[src/rtl/mips_pkg.sv]
// Shared types for the MIPS instruction-fetch front end.
// Latency: n/a (types, constants and a PC-alignment helper only).
// Backpressure: n/a.
package mips_pkg;

  localparam int INSTR_W = 32;
  localparam logic [INSTR_W-1:0] NOP_INSTR = 32'h0000_0000;

  typedef enum logic [1:0] {
    S_BOOT  = 2'd0,
    S_RUN   = 2'd1,
    S_DRAIN = 2'd2
  } fetch_state_e;

  typedef struct packed {
    logic [INSTR_W-1:0] instr;
    logic [31:0]        pc;
  } fetch_entry_t;

  localparam int ENTRY_W = $bits(fetch_entry_t);

  // Instruction addresses are word aligned; low bits of any target are discarded.
  function automatic logic [31:0] align_pc(input logic [31:0] a);
    return {a[31:2], 2'b00};
  endfunction

endpackage

[src/rtl/mips_fetch_fifo.sv]
// Prefetch FIFO holding fetch_entry_t words {instr, pc}; head is read straight from storage.
// Latency: a push is visible at o_head_dat the cycle after; flush empties it on the next edge.
// Backpressure: push when full is dropped unless a pop happens in the same cycle; pop when empty is ignored.
//
// Ports:
//   clk, rst        clock, asynchronous active-high reset
//   i_flush         discard all entries (wins over push/pop)
//   i_push/i_push_dat  write one entry
//   i_pop           retire the head entry
//   o_head_dat      head entry (undefined content when o_empty)
//   o_count         number of valid entries
//   o_empty         no valid entries
module mips_fetch_fifo
  import mips_pkg::*;
#(
  parameter int DEPTH = 4,
  localparam int AW = $clog2(DEPTH),
  localparam int CW = AW + 1
) (
  input  logic               clk,
  input  logic               rst,
  input  logic               i_flush,
  input  logic               i_push,
  input  logic [ENTRY_W-1:0] i_push_dat,
  input  logic               i_pop,
  output logic [ENTRY_W-1:0] o_head_dat,
  output logic [CW-1:0]      o_count,
  output logic               o_empty
);

  logic [ENTRY_W-1:0] r_mem [DEPTH];
  logic [AW-1:0]      r_wr_ptr;
  logic [AW-1:0]      r_rd_ptr;
  logic [CW-1:0]      r_count;

  logic w_full;
  logic w_pop;
  logic w_push;

  assign o_empty = (r_count == '0);
  assign w_full  = (r_count == CW'(DEPTH));
  assign w_pop   = i_pop && !o_empty;
  // A full FIFO can still accept when the head leaves in the same cycle.
  assign w_push  = i_push && (!w_full || w_pop);

  assign o_head_dat = r_mem[r_rd_ptr];
  assign o_count    = r_count;

  always_ff @(posedge clk or posedge rst) begin
    if (rst) begin
      r_wr_ptr <= '0;
      r_rd_ptr <= '0;
      r_count  <= '0;
    end else if (i_flush) begin
      r_wr_ptr <= '0;
      r_rd_ptr <= '0;
      r_count  <= '0;
    end else begin
      if (w_push) r_wr_ptr <= r_wr_ptr + 1'b1;
      if (w_pop)  r_rd_ptr <= r_rd_ptr + 1'b1;
      case ({w_push, w_pop})
        2'b10:   r_count <= r_count + 1'b1;
        2'b01:   r_count <= r_count - 1'b1;
        default: r_count <= r_count;
      endcase
    end
  end

  // Storage needs no reset: entries are only observed once counted valid.
  always_ff @(posedge clk) begin
    if (w_push && !i_flush) r_mem[r_wr_ptr] <= i_push_dat;
  end

endmodule

[src/rtl/mips_fetch_unit.sv]
// Instruction-fetch front end: sequential PC generation, in-order imem requests, prefetch FIFO, redirect flush.
// Latency: imem response in cycle t appears on id_* in t+1; first instruction 3 cycles after reset release.
// Backpressure: requests are credit limited to FIFO_DEPTH (buffered + outstanding); id_ready stalls the head.
//
// Ports:
//   clk, rst                    clock, asynchronous active-high reset
//   imem_req_valid/ready/addr   fetch request channel (addr held while stalled)
//   imem_rsp_valid/data         in-order read data, one per accepted request
//   redirect_valid/pc           taken branch/jump pulse and its target
//   id_valid/ready              decode handshake on the FIFO head
//   id_instr/id_pc/id_pc_plus4  head instruction (NOP when invalid), its address and address+4
module mips_fetch_unit
  import mips_pkg::*;
#(
  parameter logic [31:0] RESET_PC   = 32'h0000_0000,
  parameter int          FIFO_DEPTH = 4
) (
  input  logic        clk,
  input  logic        rst,
  output logic        imem_req_valid,
  input  logic        imem_req_ready,
  output logic [31:0] imem_req_addr,
  input  logic        imem_rsp_valid,
  input  logic [31:0] imem_rsp_data,
  input  logic        redirect_valid,
  input  logic [31:0] redirect_pc,
  output logic        id_valid,
  input  logic        id_ready,
  output logic [31:0] id_instr,
  output logic [31:0] id_pc,
  output logic [31:0] id_pc_plus4
);

  localparam int CW = $clog2(FIFO_DEPTH) + 1;
  // Stale responses can pile up across back-to-back redirects, so this
  // counter is wider than the live-credit counter.
  localparam int DW = 8;

  fetch_state_e  r_state;
  fetch_state_e  w_state_nxt;
  logic [31:0]   r_fetch_pc;
  logic [31:0]   r_rsp_pc;
  logic [CW-1:0] r_outstanding;
  logic [CW-1:0] w_outstanding_nxt;
  logic [DW-1:0] r_drop_cnt;
  logic [DW-1:0] w_drop_cnt_nxt;

  logic          w_req_accept;
  logic          w_rsp_drop;
  logic          w_rsp_live;
  logic          w_rsp_orphan;
  logic          w_push;
  logic          w_pop;
  logic [CW:0]   w_credit_used;

  fetch_entry_t  w_push_entry;
  fetch_entry_t  w_head_entry;
  logic [CW-1:0] w_fifo_count;
  logic          w_fifo_empty;

  // ------------------------------------------------------------------
  // Request side
  // ------------------------------------------------------------------
  assign w_credit_used  = {1'b0, w_fifo_count} + {1'b0, r_outstanding};
  // Valid is dropped during a redirect so a stalled request to the old
  // path is withdrawn rather than accepted.
  assign imem_req_valid = (r_state != S_BOOT)
                       && (w_credit_used < (CW+1)'(FIFO_DEPTH))
                       && !redirect_valid;
  assign imem_req_addr  = r_fetch_pc;
  assign w_req_accept   = imem_req_valid && imem_req_ready;

  // ------------------------------------------------------------------
  // Response side: stale responses (old path) are consumed first.
  // ------------------------------------------------------------------
  assign w_rsp_drop   = imem_rsp_valid && (r_drop_cnt != '0);
  assign w_rsp_live   = imem_rsp_valid && (r_drop_cnt == '0) && (r_outstanding != '0);
  assign w_rsp_orphan = imem_rsp_valid && (r_drop_cnt == '0) && (r_outstanding == '0);

  assign w_push = w_rsp_live && !redirect_valid;
  assign w_pop  = id_valid && id_ready && !redirect_valid;

  assign w_push_entry.instr = imem_rsp_data;
  assign w_push_entry.pc    = r_rsp_pc;

  // ------------------------------------------------------------------
  // FSM and credit counters
  // ------------------------------------------------------------------
  always_comb begin
    w_state_nxt       = r_state;
    w_outstanding_nxt = r_outstanding;
    w_drop_cnt_nxt    = r_drop_cnt;
    if (redirect_valid) begin
      // Everything in flight becomes stale. A response landing this same
      // cycle belongs to the old path and is consumed here.
      w_outstanding_nxt = '0;
      w_drop_cnt_nxt    = r_drop_cnt + DW'(r_outstanding) + DW'(w_req_accept)
                        - DW'(w_rsp_drop || w_rsp_live);
      w_state_nxt       = (w_drop_cnt_nxt != '0) ? S_DRAIN : S_RUN;
    end else begin
      w_outstanding_nxt = r_outstanding + CW'(w_req_accept) - CW'(w_rsp_live);
      w_drop_cnt_nxt    = r_drop_cnt - DW'(w_rsp_drop);
      case (r_state)
        S_BOOT:  w_state_nxt = S_RUN;
        S_RUN:   w_state_nxt = S_RUN;
        S_DRAIN: w_state_nxt = (w_drop_cnt_nxt == '0) ? S_RUN : S_DRAIN;
        default: w_state_nxt = S_BOOT;
      endcase
    end
  end

  always_ff @(posedge clk or posedge rst) begin
    if (rst) begin
      r_state       <= S_BOOT;
      r_fetch_pc    <= align_pc(RESET_PC);
      r_rsp_pc      <= align_pc(RESET_PC);
      r_outstanding <= '0;
      r_drop_cnt    <= '0;
    end else begin
      r_state       <= w_state_nxt;
      r_outstanding <= w_outstanding_nxt;
      r_drop_cnt    <= w_drop_cnt_nxt;
      if (redirect_valid) begin
        r_fetch_pc <= align_pc(redirect_pc);
        r_rsp_pc   <= align_pc(redirect_pc);
      end else begin
        if (w_req_accept) r_fetch_pc <= r_fetch_pc + 32'd4;
        if (w_push)       r_rsp_pc   <= r_rsp_pc + 32'd4;
      end
    end
  end

  // ------------------------------------------------------------------
  // Prefetch buffer and decode outputs
  // ------------------------------------------------------------------
  mips_fetch_fifo #(
    .DEPTH(FIFO_DEPTH)
  ) u_fifo (
    .clk       (clk),
    .rst       (rst),
    .i_flush   (redirect_valid),
    .i_push    (w_push),
    .i_push_dat(w_push_entry),
    .i_pop     (w_pop),
    .o_head_dat(w_head_entry),
    .o_count   (w_fifo_count),
    .o_empty   (w_fifo_empty)
  );

  assign id_valid    = !w_fifo_empty;
  assign id_instr    = id_valid ? w_head_entry.instr : NOP_INSTR;
  assign id_pc       = id_valid ? w_head_entry.pc : 32'h0;
  assign id_pc_plus4 = id_pc + 32'd4;

  // A response with nothing outstanding breaks the memory protocol; it is
  // ignored by the datapath above.
  a_no_orphan_rsp: assert property (@(posedge clk) disable iff (rst) !w_rsp_orphan);

endmodule
[config.mk]
export PLATFORM = sky130hd
export DESIGN_NAME = mips_fetch_unit
export DESIGN_NICKNAME = d
export VERILOG_FILES = /design/src/rtl/mips_pkg.sv /design/src/rtl/mips_fetch_fifo.sv /design/src/rtl/mips_fetch_unit.sv
export SDC_FILE = /design/constraint.sdc
export NUM_CORES = 1
export LEC_CHECK = 0
export CAP_MARGIN = 20
export CORE_ASPECT_RATIO = 0.5
export CORE_MARGIN = 5
export CORE_UTILIZATION = 35
export DETAILED_ROUTE_END_ITERATION = 8
export DONT_BUFFER_PORTS = 1
export PLACE_DENSITY = 0.58
export RECOVER_POWER = 50
export SLEW_MARGIN = 40
export SYNTH_ARGS = -nofsm -noshare
export SYNTH_HDL_FRONTEND = slang
export SYNTH_SLANG_ARGS = --single-unit
[constraint.sdc]
create_clock -name clk -period 9.35 [get_ports clk]
set_input_delay 1.87 -clock clk [delete_from_list [all_inputs] [get_ports clk]]
set_output_delay 1.87 -clock clk [all_outputs]
set_load 0.02 [all_outputs]
==> impl_metrics.csv <==
group,metric,value,unit
finish,layout-drive-gt1-share,12.3,%
floorplanning,core.rowCount,54,
route,drt-pass1-iter-count,5,
logic_synthesis,yosys_warnings,0,
logic_synthesis,synth_seq_cells,328,
clocking,numCtsBuffers,34,
timing,period_share,64.4,%
route,drtAntennaViolNets,0,
clocking,postCtsResizedCells,0,
run_status,status,"finished with violations",
power,powerDensity,205,nW/um^2
logic_synthesis,syn_inst,1132,
timing,finalSetupViolCount,0,
clocking,clockBufferDepth,3,
timing,timing.fmax,166,MHz
logic_synthesis,ys_seq_area_share,60.6,%
timing,max_slew_margin,-67.1,%
placement,hpwl,25300,um
finish,design_area,17300,sq um
timing,tns,0,ps
clocking,cts_setup_buffers,0,
route,first_iter_violations,757,
logic_synthesis,synth-xor-area-share,4.43,%
grt,grt_pass1_vias,9680,
route,routed_via_density,5.39,
worst_setup_path,endpoint_kind,"output pin",
timing,slew_viol_final,90,
grt,grt_usage,15.1,%
logic_synthesis,syn_avg_cell_area,13.8,sq um
clocking,htree_num_levels,2,
logic_synthesis,synth_top_family_by_area,"simple AND/OR/NAND/NOR gates",
floorplanning,initial_utilization,35.6,%
grt,grt_pass1_wl,58400,um
route,wl_per_cell,21.7,um
logic_synthesis,synth_flop_cell,"edfxtp_1",
worst_setup_path,startpoint_type,"flop",
placement,dpl_cell_area,16200,sq um
logic_synthesis,async_reset_ff_share,24.4,%
grt,grt_antenna_before_repair,3,
timing,clock-skew-final,36.2,ps
route,vias,9387,
worst_setup_path,crit_path_max_fanout,48,
logic_synthesis,syn_area,15600,sq um
logic_synthesis,synth_mux_area_share,10.2,%
hold_path,hold_class,"reg -> reg",
logic_synthesis,yosys.area_share.simple,13.2,%
floorplanning,dieArea,49200,sq um
worst_setup_path,critPathKind,"reg -> out",
finish,final_cell_mix,"248 x edfxtp_1, 96 x nand2_1, 78 x dfrtp_1",
floorplanning,core_area,43800,sq um
grt,grt_max_degree,74,
job,drv_cap,3,
finish,synthToLayoutAreaGrowth,10.9,%
grt,grt_overflow_total,0,
clocking,cts_hold_buf,0,
clocking,path_clk_slew,70,ps
power,ir_drop,94.5,uV
clocking,cts_tree,"built",
logic_synthesis,synth-compound-area-share,5.85,%
logic_synthesis,synth-edff-count,248,
placement,port_buffers,0,
worst_setup_path,critPathArrivalTime,4150,ps
timing,final.min_clock_period,6020,ps
power,leakage,0.00592,uW
timing,rsz0062_at_grt,"false",
run_status,violations,"capacitance limit, slew limit",
route,drt_wl_total,37900,um
logic_synthesis,synthAdderAreaFrac,2.68,%
placement,gp_congestion,0.898,
clocking,cts.sinks,328,
clocking,cts_root_buf,"clkbuf_16",
timing,hold_viol,0,
logic_synthesis,post_synth_num_cell_types,75,
finish,final_common_cell,"edfxtp_1",
route,drc,0,
floorplanning,io_pins,200,
finish,fin_nets,1229,
worst_setup_path,cp_data_required_time,7480,ps
clocking,clk_latency,530,ps
timing,worstMarginPinSlew,2510,ps
floorplanning,die_h,159,um
floorplanning,die_w,309,um
-- final cells by class --
cell class	count	area [sq um]
diodes	1	2.50
clock buffers	39	880
clock inverters	21	256
fillers	3975	26600
inverters	43	163
multi-input cells	711	5710
flip-flops and latches	328	9460
well taps	588	736
repair buffers	10	95.1
-- critical path, cell delays in order, from the launching register on --
cell and delay, ps:
dfrtp_4 800, buf_4 610, mux4_1 390, nand4_1 360, or4_4 590, or3_1 360, a21oi_1 450
-- cells by family after synthesis --
group / Yosys count
compound gates: 141
xor+xnor: 79
fa+ha+maj: 31
buf+inv: 98
flops: 328
mux: 74
other cells: 1
simple gates: 380
-- Yosys cell counts (15+ instances only) --
master,instances,area (sq um)
and2_1,69,432
mux4_2,48,1080
a21oi_1,18,90.1
nand3_1,45,225
o21ai_0,54,270
mux4_1,15,394
nor2_1,41,154
xor2_1,25,219
xnor2_1,54,473
nor3_1,21,105
nand2_1,96,360
clkbuf_1,25,93.8
inv_1,40,150
ha_1,27,338
nand4_1,25,156
and3_1,16,100
dfrtp_1,80,2000
edfxtp_1,248,7450
-- through the flow --
step / cells / hold WS, ps / power (uW) / worst slack, ps / util, %
after floorplan: 1137 / 431 / 2070 / 4300 / -
after global placement: 1679 / 448 / 2170 / 3460 / 36.8
after detailed placement: 1679 / 479 / 2180 / 3470 / 36.8
after CTS: 1739 / 491 / 3590 / 2900 / 39.4
after global routing: 1741 / 506 / 3720 / 3130 / 39.5
final: 1741 / 496 / 3540 / 3330 / 39.5
-- sequential cells by signal, summed over array words and instances, names as in the netlist --
name,cells
r_outstanding,3
imem_req_addr,30
r_state,2
u_fifo.r_wr_ptr,2
u_fifo.o_count,3
u_fifo.r_rd_ptr,2
u_fifo.r_mem,248
r_drop_cnt,8
r_rsp_pc,30
-- routing by layer --
metal	vias to the layer above	share of wire, %	GRT usage (%)
met4	2	3.5	5.50
met1	4791	40	18.2
met5	-	0.024	0
met2	255	52	26.9
li1	4257	-	-
met3	82	5.0	3.12
-- power breakdown --
group / total (uW) / switching, uW / internal [uW]
Sequential: 1730 / 103 / 1630
Clock: 1390 / 569 / 821
Combinational: 426 / 243 / 183
-- worst paths after layout --
check	slack, ps	cells after the start	from	to
max	3330	6	u_fifo.r_rd_ptr[1]$_DFFE_PP0P_	id_pc_plus4[21]
min	500	1	r_state[0]$_DFF_PP0_	r_state[1]$_DFF_PP0_
max reg2reg	5450	7	r_drop_cnt[4]$_DFF_PP0_	u_fifo.r_mem[2][58]$_DFFE_PP_
min reg2reg	500	1	r_state[0]$_DFF_PP0_	r_state[1]$_DFF_PP0_
max in group asynchronous	4710	2	rst	r_rsp_pc[11]$_DFFE_PP0N_
min in group asynchronous	1640	1	rst	imem_req_addr[28]$_DFFE_PP0N_
No activity file was read; power rests on OpenSTA's default activity.
